===== src/rtl/tt_mux_pkg.sv =====
// tt_mux_pkg: scheduler state encoding and pad bus widths/slices shared with the project wrappers and ow mux
package tt_mux_pkg;

   typedef enum logic [2:0] {
      IDLE    = 3'd0,
      DROP    = 3'd1,
      ISOLATE = 3'd2,
      HOLD    = 3'd3,
      RUN     = 3'd4
   } sched_state_e;

   // Input word driven into every wrapper: clk, rst_n, ui_in, uio_in
   localparam int IW_W          = 18;
   localparam int IW_CLK_BIT    = 0;
   localparam int IW_RST_N_BIT  = 1;
   localparam int IW_UI_LSB     = 2;
   localparam int IW_UI_W       = 8;
   localparam int IW_UIO_LSB    = 10;
   localparam int IW_UIO_W      = 8;

   // Output word returned by the selected wrapper: uo_out, uio_out, uio_oe
   localparam int OW_W          = 24;
   localparam int OW_UO_LSB     = 0;
   localparam int OW_UO_W       = 8;
   localparam int OW_UIO_LSB    = 8;
   localparam int OW_UIO_W      = 8;
   localparam int OW_OE_LSB     = 16;
   localparam int OW_OE_W       = 8;

endpackage


===== src/rtl/tt_sched_timer.sv =====
// tt_sched_timer: loadable down-counter that parks at zero
//   clk, rst      clock, async active-high reset (count clears to 0)
//   load          load load_val this cycle (takes priority over counting)
//   load_val      value to load
//   zero          count is zero
module tt_sched_timer #(
   parameter int W = 4
) (
   input  logic         clk,
   input  logic         rst,
   input  logic         load,
   input  logic [W-1:0] load_val,
   output logic         zero
);

   logic [W-1:0] cnt;

   always_ff @(posedge clk or posedge rst)
      if (rst)
         cnt <= '0;
      else if (load)
         cnt <= load_val;
      else if (cnt != '0)
         cnt <= cnt - W'(1);

   assign zero = cnt == '0;

endmodule


===== src/rtl/tt_proj_sched.sv =====
// tt_proj_sched: sequences which project wrapper on the shared pad bus is live (ena, rst_n, ow mux select)
//   clk, rst     clock, async active-high reset
//   sel_valid    command valid; accepted with sel_ready at posedge
//   sel_ready    high in IDLE or RUN
//   sel_addr     target project index
//   sel_off      command disables all projects
//   sel_err      one-cycle pulse after an accepted out-of-range address
//   pad_rst_n    user reset from pads, passed through only in RUN
//   proj_ena     one-hot (or zero) wrapper enable
//   proj_rst_n   rst_n into the selected wrapper
//   out_sel      ow mux select, current project
//   out_valid    ow mux enable
//   busy         switch sequence in progress
module tt_proj_sched #(
   parameter int N_PROJ   = 16,
   parameter int ADDR_W   = 4,
   parameter int SETTLE   = 2,
   parameter int RST_HOLD = 8
) (
   input  logic              clk,
   input  logic              rst,
   input  logic              sel_valid,
   output logic              sel_ready,
   input  logic [ADDR_W-1:0] sel_addr,
   input  logic              sel_off,
   output logic              sel_err,
   input  logic              pad_rst_n,
   output logic [N_PROJ-1:0] proj_ena,
   output logic              proj_rst_n,
   output logic [ADDR_W-1:0] out_sel,
   output logic              out_valid,
   output logic              busy
);

   import tt_mux_pkg::*;

   localparam int TMAX = (SETTLE > RST_HOLD) ? SETTLE : RST_HOLD;
   localparam int TW   = $clog2(TMAX + 1);

   sched_state_e      state;
   logic [ADDR_W-1:0] target;
   logic              tgt_none;
   logic              run;
   logic              t_load;
   logic              t_zero;
   logic [TW-1:0]     t_val;
   logic [ADDR_W:0]   addr_ext;

   // Widened so the range check stays meaningful when N_PROJ fills the address space
   assign addr_ext   = {1'b0, sel_addr};
   assign sel_ready  = state == IDLE || state == RUN;
   assign proj_rst_n = run & pad_rst_n;

   // Timer reloads on entry to ISOLATE and on entry to HOLD
   always_comb begin
      t_load = state == DROP || (state == ISOLATE && t_zero && !tgt_none);
      t_val  = state == DROP ? TW'(SETTLE - 1) : TW'(RST_HOLD - 1);
   end

   tt_sched_timer #(.W(TW)) u_timer (
      .clk      (clk),
      .rst      (rst),
      .load     (t_load),
      .load_val (t_val),
      .zero     (t_zero)
   );

   always_ff @(posedge clk or posedge rst)
      if (rst) begin
         state     <= IDLE;
         target    <= '0;
         tgt_none  <= 1'b1;
         run       <= 1'b0;
         proj_ena  <= '0;
         out_sel   <= '0;
         out_valid <= 1'b0;
         busy      <= 1'b0;
         sel_err   <= 1'b0;
      end else begin
         sel_err <= 1'b0;
         case (state)
            IDLE, RUN:
               if (sel_valid) begin
                  if (!sel_off && addr_ext >= (ADDR_W+1)'(N_PROJ))
                     sel_err <= 1'b1;
                  else begin
                     state     <= DROP;
                     target    <= sel_addr;
                     tgt_none  <= sel_off;
                     run       <= 1'b0;
                     proj_ena  <= '0;
                     out_valid <= 1'b0;
                     busy      <= 1'b1;
                  end
               end
            DROP:
               state <= ISOLATE;
            ISOLATE:
               if (t_zero) begin
                  if (tgt_none) begin
                     state <= IDLE;
                     busy  <= 1'b0;
                  end else begin
                     // New project comes up enabled but held in reset
                     state    <= HOLD;
                     proj_ena <= {{(N_PROJ-1){1'b0}}, 1'b1} << target;
                     out_sel  <= target;
                  end
               end
            HOLD:
               if (t_zero) begin
                  state     <= RUN;
                  run       <= 1'b1;
                  out_valid <= 1'b1;
                  busy      <= 1'b0;
               end
            default:
               state <= IDLE;
         endcase
      end

endmodule


===== config.mk =====
export PLATFORM = sky130hd
export DESIGN_NAME = tt_proj_sched
export DESIGN_NICKNAME = d
export VERILOG_FILES = /design/src/rtl/tt_mux_pkg.sv /design/src/rtl/tt_sched_timer.sv /design/src/rtl/tt_proj_sched.sv
export SDC_FILE = /design/constraint.sdc
export NUM_CORES = 1
export LEC_CHECK = 0
export BUFFER_PORTS_ARGS = -buffer_cell sky130_fd_sc_hd__buf_2
export CAP_MARGIN = 10
export CORE_MARGIN = 4
export CORE_UTILIZATION = 60
export CTS_BUF_LIST = sky130_fd_sc_hd__clkbuf_4
export DETAILED_ROUTE_END_ITERATION = 8
export GPL_TIMING_DRIVEN = 0
export PLACE_DENSITY_LB_ADDON = 0.1
export SLEW_MARGIN = 40
export SYNTH_ARGS = -nofsm -noshare
export SYNTH_HDL_FRONTEND = slang
export SYNTH_HIERARCHICAL = 1
export SYNTH_SLANG_ARGS = --single-unit

===== constraint.sdc =====
create_clock -name clk -period 3.6 [get_ports clk]
set_input_delay 0 -clock clk [delete_from_list [all_inputs] [get_ports clk]]
set_output_delay 0 -clock clk [all_outputs]
set_load 0.01 [all_outputs]

==> metrics.md, run 1 <==
| Metric | Value |
|---|---|
| Skew final | 0.00625 ns |
| CP Buf/Inv Count | 2 |
| Worst setup path startpoint | u_timer/cnt[0] |
| Post-layout minimum cycle time | 2.36 ns |
| Largest fanout on the critical path | 9 |
| Io pins | 34 |
| Initial core utilization | 0.633 |
| Drt wl/cell | 14.7 um |
| Post_cts resized | 0 |
| Antenna violations before repair | 0 |
| HPWL after detailed placement | between 2000 and 2500 um |
| Top_reg_cell synth | dfrtp_1 |
| Yosys reg bits | 34 |
| Post-Route WL | around 3100 um |
| Full die area | between 3000 and 4000 um2 |
| Headroom to the max-slew limit | 0.600 |
| CP arrival | roughly 2.6 ns |
| Reg-to-reg critical path startpoint | u_timer/cnt[0] |
| Clk Latency, worst-skew pair | roughly 0.33 ns |
| Setup Buffers After CTS | 0 |
| Setup violations, final | 0 |
| Total GRT Usage | 0.210 |
| X dimension of the die | between 50 and 60 um |
| Drt first-iter violations | 37 |
| Hold buffer count at cts | 7 |
| Setup TNS | 0 ns |
| Slew Limit Fails | 0 |
| Pwr/cell area | 786 nW/um2 |
| Nets | between 150 and 200 |
| CP max stage cell | nor3b_4 |
| Vias per cell | 5.46 |
| Post-DRT Antenna Nets | 0 |
| Post-synthesis cell type count | between 40 and 50 |
| Crit-path max cell delay | ~0.42 ns |
| EDFF count, synth | 0 |
| VDD IR-drop max | around 0.00055 V |
| Outcome | finished, final reports clean |
| Startpoint Class | register |
| Actual slew at the worst max-slew pin | ~0.60 ns |
| Synth Cell Area | ~1600 um2 |
| Final hold slack | 0.101 ns |
| GRT Residual Overflow | 0 |
| Max-Cap Viols | 0 |
| Gpl congestion | between 0.8 and 0.9 |
| Filler cells | around 180 |
| Crit. End Element | register |
| Hold Vio Cnt, Final | 0 |
| Commonest non-fill, non-tap cell in the layout | buf_2 |
| Register area share after synthesis | 0.538 |
| Area Overhead vs Synth | 20.6% |
| Via count | about 1200 |
| DRC Markers | 0 |
| Total CTS buffers | 5 |
| Final worst-path cycle share | 0.656 |
| TritonCTS clock tree | done |
| Chip Height | 59.4 um |
| Post-synthesis instance total | 133 |
| Unrepaired setup endpoints after global routing | false |
| FMAX | around 420 MHz |
| Vias in the first global route | 1171 |
| Async S/R FF share, synth | 1.00 |
| Number of detailed-route iterations in the first pass | 4 |
| Critical path data required time | roughly 3.8 ns |
| Worst hold path class | primary input to async pin |
| Util after Layout | 0.763 |
| Diodes inserted | 0 |
| Clk sinks | 34 |
| Clock buffer depth | 2 |
| Share of cells above drive strength 1 | 0.298 |
| Kind of critical path | register to register |
| Lkg Pwr | ~0.92 nW |
| Synth warn | 6 |
| CORE AREA | approximately 2500 um2 |
| CTS root buf | clkbuf_4 |
| Port-buffer cells | 32 |
| Clock-pin transition on the worst setup and hold timing paths | about 0.090 ns |
| Syn_area_per_cell | 11.9 um2 |
| CP Cell Sequence | inv_1, ha_1, nor3b_4, nand4bb_1, o21ai_1, clkbuf_1, nor3_1, a221o_1 |
| H-tree depth | 2 |
| Row count | 18 |
| Global-route wire length before repair | 5370 um |
| Largest net degree at the start of global routing | 31 |
| Most frequent cells in the layout | buf_2, dfrtp_1, o2bb2ai_1, mux2_1 |
| Cell family with most CP delay | simple AND/OR/NAND/NOR gates |
-- metal layers --
layer	vias to the layer above	global-route usage	share of wire
li1	574	-	-
met1	543	0.284	0.47
met2	31	0.307	0.46
met3	5	0.0741	0.057
met4	0	0.0809	0.015
met5	-	0	0
-- Yosys cell counts (2+ instances only) --
| master | n | share of area |
|---|---|---|
| mux2_2 | 2 | 0.014 |
| nor2b_1 | 3 | 0.012 |
| nand2b_1 | 4 | 0.016 |
| o21ai_0 | 4 | 0.013 |
| conb_1 | 2 | 0.0047 |
| nand2_1 | 7 | 0.017 |
| a22o_1 | 6 | 0.033 |
| a21oi_1 | 3 | 0.0095 |
| buf_2 | 2 | 0.0063 |
| nor2_2 | 2 | 0.0079 |
| and2b_1 | 2 | 0.0095 |
| a21boi_0 | 2 | 0.0095 |
| o21ai_1 | 4 | 0.013 |
| mux2_1 | 9 | 0.064 |
| nor3b_1 | 3 | 0.014 |
| nor3_1 | 4 | 0.013 |
| dfrtp_1 | 33 | 0.52 |
| inv_1 | 6 | 0.014 |
| nor2_1 | 4 | 0.0095 |
| o2bb2ai_1 | 10 | 0.055 |
-- cell type report --
type,count,area (um2),share of cell area
Sequential cell,34,852,0.447
Buffer,5,32.5,0.0170
Tap cell,30,37.5,0.0197
Multi-Input combinational cell,88,676,0.354
Clock buffer,6,45.0,0.0236
Timing Repair Buffer,39,230,0.121
Inverter,7,26.3,0.0138
Clock inverter,2,8.76,0.00459
-- worst reg2reg max path, delay by kind of cell (launching register included) --
| family | cells | cell delay, ns |
|---|---|---|
| AO/OA/AOI/OAI | 2 | 0.50 |
| buffers and inverters | 2 | 0.38 |
| flip-flops | 1 | 0.39 |
| AND/OR/NAND/NOR | 3 | 0.79 |
| adder cells (fa/ha/maj) | 1 | 0.21 |
-- worst paths after layout --
check | slack, ns | cells past startpoint | end
setup / recovery | 1.24 | 8 | u_timer/cnt[3]
hold / removal | 0.10 | 3 | u_timer/cnt[2]
setup reg to reg | 1.24 | 8 | u_timer/cnt[3]
hold reg to reg | 0.49 | 2 | busy
max in group asynchronous | 2.92 | 3 | proj_ena[3]
min in group clk | 0.29 | 3 | proj_rst_n
-- state kept, by name, summed over array words and instances, names as in the netlist --
register and cells:
state 3, u_timer/cnt 4, run 1, proj_ena 16, tgt_none 1, busy 1
target 4, out_sel 4
-- cell families after synthesis --
| group | count (synthesis) | synth area share |
|---|---|---|
| other cells | 2 | 0.00474 |
| fa+ha+maj | 1 | 0.00790 |
| mux | 12 | 0.0846 |
| buf+inv | 12 | 0.0372 |
| simple gates | 36 | 0.149 |
| compound gates | 35 | 0.173 |
| flops | 34 | 0.538 |
| xor+xnor | 1 | 0.00553 |
-- power breakdown --
| group | switching (W) | leakage, nW | internal (W) | total [W] |
|---|---|---|---|---|
| Sequential | 0.000122 | 0.439 | 0.000538 | 0.000660 |
| Combinational | 0.000328 | 0.450 | 0.000309 | 0.000637 |
| Clock | 0.000121 | 0.0331 | 0.0000808 | 0.000202 |
| Total | 0.000571 | 0.922 | 0.000928 | 0.00150 |
-- metrics by stage --
step | instance area, um2 | setup slack, ns | std cells | total power (W)
final | 1910 | 1.24 | 211 | 0.00150
after global routing | 1910 | 1.01 | 211 | 0.00162
after CTS | 1910 | 1.26 | 211 | 0.00151
after detailed placement | 1780 | 1.27 | 196 | 0.00129
after global placement | 1780 | 1.31 | 196 | 0.00127
after floorplan | 1590 | 1.56 | 134 | 0.00110
(Power assumes the default switching activity.)
==> run 2: changes to the inputs <==
--- a/config.mk
+++ b/config.mk
@@ -5,10 +5,11 @@
 export SDC_FILE = /design/constraint.sdc
 export NUM_CORES = 1
 export LEC_CHECK = 0
+export ABC_AREA = 1
 export BUFFER_PORTS_ARGS = -buffer_cell sky130_fd_sc_hd__buf_2
 export CAP_MARGIN = 10
 export CORE_MARGIN = 4
-export CORE_UTILIZATION = 60
+export CORE_UTILIZATION = 51
 export CTS_BUF_LIST = sky130_fd_sc_hd__clkbuf_4
 export DETAILED_ROUTE_END_ITERATION = 8
 export GPL_TIMING_DRIVEN = 0
==> constraint.sdc (replaced) <==
create_clock -name clk -period 2.1 [get_ports clk]
set_input_delay 0 -clock clk [delete_from_list [all_inputs] [get_ports clk]]
set_output_delay 0 -clock clk [all_outputs]
set_load 0.01 [all_outputs]
==> run 2 against run 1 <==
  * Non-clock buffer count did not move
  * Global-route usage down 2.4 points
  * Highest routed layer unchanged
  * Critical path depth grew 6
  * Count of clock-buffer cells in the layout did not move
  * Synthesized cell count increased by 49%
  * Synthesized area grew 11%
  * First-iteration DRC count rose by 120%
  * Critical path type unchanged
  * Cell count increased by 38%
  * Flip-flop and latch count unchanged
  * Clock power increased by 78%
  * Register-to-register slack got worse by 1.0 ns
==> metrics.md, run 2 <==
| Metric | Value |
|---|---|
| Biggest register | proj_ena |
| Kind of critical path | register to register |
| Util after Layout | 0.627 |
| Total CTS buffers | 5 |
| Unrepaired setup endpoints after global routing | false |
| Lkg Pwr | ~1.1 nW |
| Post-Route WL | ~3600 um |
| Share of cells above drive strength 1 | 0.347 |
| Hold path endpoint | tgt_none |
| Slew Limit Fails | 0 |
| Max-Cap Viols | 0 |
| Synth Cell Area | 1750 um2 |
| Vias in the first global route | between 1000 and 1500 |
| Yosys top cell by area | dfrtp_1 |
| Global route hottest layer | met2 |
| Global-route wire length before repair | slightly above 6000 um |
| Combinational family with the most area after synthesis | simple AND/OR/NAND/NOR gates |
| Gpl congestion | around 0.87 |
| Top_reg_cell synth | dfrtp_1 |
| Post-layout minimum cycle time | ~1.9 ns |
| Port-buffer cells | 32 |
| Most frequent cells in the layout | nand2_1, buf_2, dfrtp_1, inv_1, o21ai_2 |
| Setup TNS | 0 ns |
| Synth Area in Compound Gates | 0.125 |
| Post-synthesis instance total | slightly below 200 |
| Post-synth top cells | nand2_1, dfrtp_1, inv_1 |
| Diodes inserted | 0 |
| Io pins | 34 |
| Antenna violations before repair | 0 |
| GR Layer Usage met3 | 0.0455 |
| CP Cell Sequence | inv_1, ha_1, nand2_2, inv_1, inv_2, nor2_2, nand3_2, buf_2, nand2_4, inv_2, nand2_1, inv_1, nand2_1, nand2_1 |
| Most frequent cell after synthesis | nand2_1 |
| R2r setup slk | roughly 0.23 ns |
| VDD IR-drop max | about 0.00073 V |
| Post-DRT Antenna Nets | 0 |
| Async S/R FF share, synth | 1.00 |
| CP arrival | roughly 2.1 ns |
| Drt first-iter violations | 80 |
| Final worst-path cycle share | 0.889 |
| Area Overhead vs Synth | 19.6% |
| Skew final | 0.00991 ns |
| Headroom to the max-slew limit | 0.582 |
| HP Start | sel_valid |
| Critical path data required time | 2.33 ns |
| FMAX | between 500 and 600 MHz |
| Actual slew at the worst max-slew pin | ~0.63 ns |
| H-tree depth | 2 |
| Full die area | 4430 um2 |
| Vias per cell | about 4.9 |
| Row count | 21 |
| Worst hold path class | primary input to register |
| Setup Buffers After CTS | 0 |
| Largest fanout on the critical path | 10 |
| Register area share after synthesis | 0.487 |
| Synth warn | 6 |
| Setup violations, final | 0 |
| TritonCTS clock tree | done |
| Post-synthesis cell type count | 25 |
| Clk sinks | 34 |
| Met1 track demand over resource | 0.205 |
| Commonest non-fill, non-tap cell in the layout | nand2_1 |
| Synth area leaders | dfrtp_1, nand2_1, o21ai_2, or2_1, inv_1 |
| X dimension of the die | roughly 67 um |
| Multiplexer share of the synthesized area | 0 |
| CTS root buf | clkbuf_4 |
| Clk Latency, worst-skew pair | 0.34 ns |
| Hold Vio Cnt, Final | 0 |
| Drt wl/cell | roughly 12 um |
| Crit-path max cell delay | about 0.40 ns |
| CORE AREA | about 3300 um2 |
| DRC Markers | 0 |
| CP max stage cell | dfrtp_1 |
| Yosys reg bits | 34 |
| Post-synthesis simple-gate area fraction | 0.289 |
| Clock buffer depth | 2 |
| Number of detailed-route iterations in the first pass | 4 |
| Clock-pin transition on the worst setup and hold timing paths | 0.10 ns |
| EDFF count, synth | 0 |
| Max reg flops | 16 |
| Startpoint Class | register |
| Worst R2R Path Depth | 14 |
| Largest net degree at the start of global routing | 31 |
| Via count | approximately 1400 |
| Initial core utilization | 0.525 |
| Synth Area in XOR/XNOR | 0.00500 |
| GRT Residual Overflow | 0 |
| Crit. End Element | register |
| Chip Height | approximately 67 um |
| HPWL after detailed placement | between 2000 and 3000 um |
| Pwr/cell area | around 1400 nW/um2 |
| Total GRT Usage | 0.186 |
| FF-to-FF End | u_timer/cnt[3] |
| Outcome | finished, final reports clean |
| Syn_area_per_cell | 8.84 um2 |
| Reg-to-reg critical path startpoint | u_timer/cnt[0] |
| Area fraction of the dominant cell type after synthesis | 0.472 |
| Met2 GRT Util | 0.333 |
| Nets | ~250 |
| Worst Hold Path Cells | 5 |
| Adder-cell share of the synthesized area | 0.00715 |
[run 2: cell types whose count changed in the layout (fill, tap and decap cells not counted), sizes merged, moves of 6 or more]
cell     delta
nand2      +51
o21ai      +22
nand3      +16
or2        +16
inv        +15
mux2       -11
o2bb2ai    -10
a22o        -6
[run 2: repair_timing]
| action | CTS | global route |
|---|---|---|
| hold buffers | 6 | 0 |
| hold endpoints to repair | 38 | 0 |
| endpoints found under the setup margin | 0 | 4 |
| gates resized for setup | 0 | 2 |
[run 2: layer usage]
layer / vias to the layer above / part of all wire
met5: - / 0
met4: 0 / 0.016
met3: 7 / 0.055
met2: 42 / 0.53
met1: 677 / 0.40
li1: 708 / -
[run 2: final cells by class]
type | instances | area [um2]
Tap cell | 46 | 57.6
Clock inverter | 2 | 8.76
Multi-Input combinational cell | 137 | 766
Inverter | 22 | 82.6
Timing Repair Buffer | 38 | 220
Buffer | 6 | 61.3
Clock buffer | 6 | 45.0
Fill cell | 326 | 1240
Sequential cell | 34 | 852
[run 2: kinds of logic after synthesis]
logic type / Yosys count
DFF: 34
and+or+nand+nor: 101
xor gates and xnor gates: 1
AOI/OAI and AO/OA: 31
other: 2
adders and majority gates: 1
buffers and inverters: 28
[run 2: worst max-delay path, delay by kind of cell (launching register included)]
family                   cells  cell delay [ns]
flip-flops                   1             0.40
buffers and inverters        6             0.61
AND/OR/NAND/NOR              7             0.55
adder cells (fa/ha/maj)      1             0.20
[run 2: worst max-delay path by stage]
stage	to	startpoint	slack, ns	cells after the start
floorplan	u_timer/cnt[3]	u_timer/cnt[0]	0.33	14
global placement	u_timer/cnt[1]	u_timer/cnt[0]	0.18	12
detailed placement	u_timer/cnt[1]	u_timer/cnt[0]	0.11	12
CTS	u_timer/cnt[1]	u_timer/cnt[0]	0.09	12
global route	u_timer/cnt[1]	u_timer/cnt[0]	0.05	13
finish	u_timer/cnt[3]	u_timer/cnt[0]	0.23	14
[run 2: report_power, final]
part	switching (W)	internal, W	leakage (nW)	total [W]
Clock	0.000221	0.000139	0.0331	0.000360
Combinational	0.000925	0.000547	0.594	0.00147
Sequential	0.000180	0.000893	0.446	0.00107
[run 2: metrics by stage]
stage	cell area (um2)	hold slack, ns	worst slack [ns]	std cells	power (W)
after global routing	2090	0.106	0.0469	291	0.00317
after detailed placement	1970	-0.0839	0.110	277	0.00254
final	2090	0.0575	0.234	291	0.00290
after CTS	2090	0.0448	0.0924	291	0.00291
after floorplan	1750	-0.234	0.328	199	0.00214
after global placement	1970	-0.106	0.178	277	0.00247
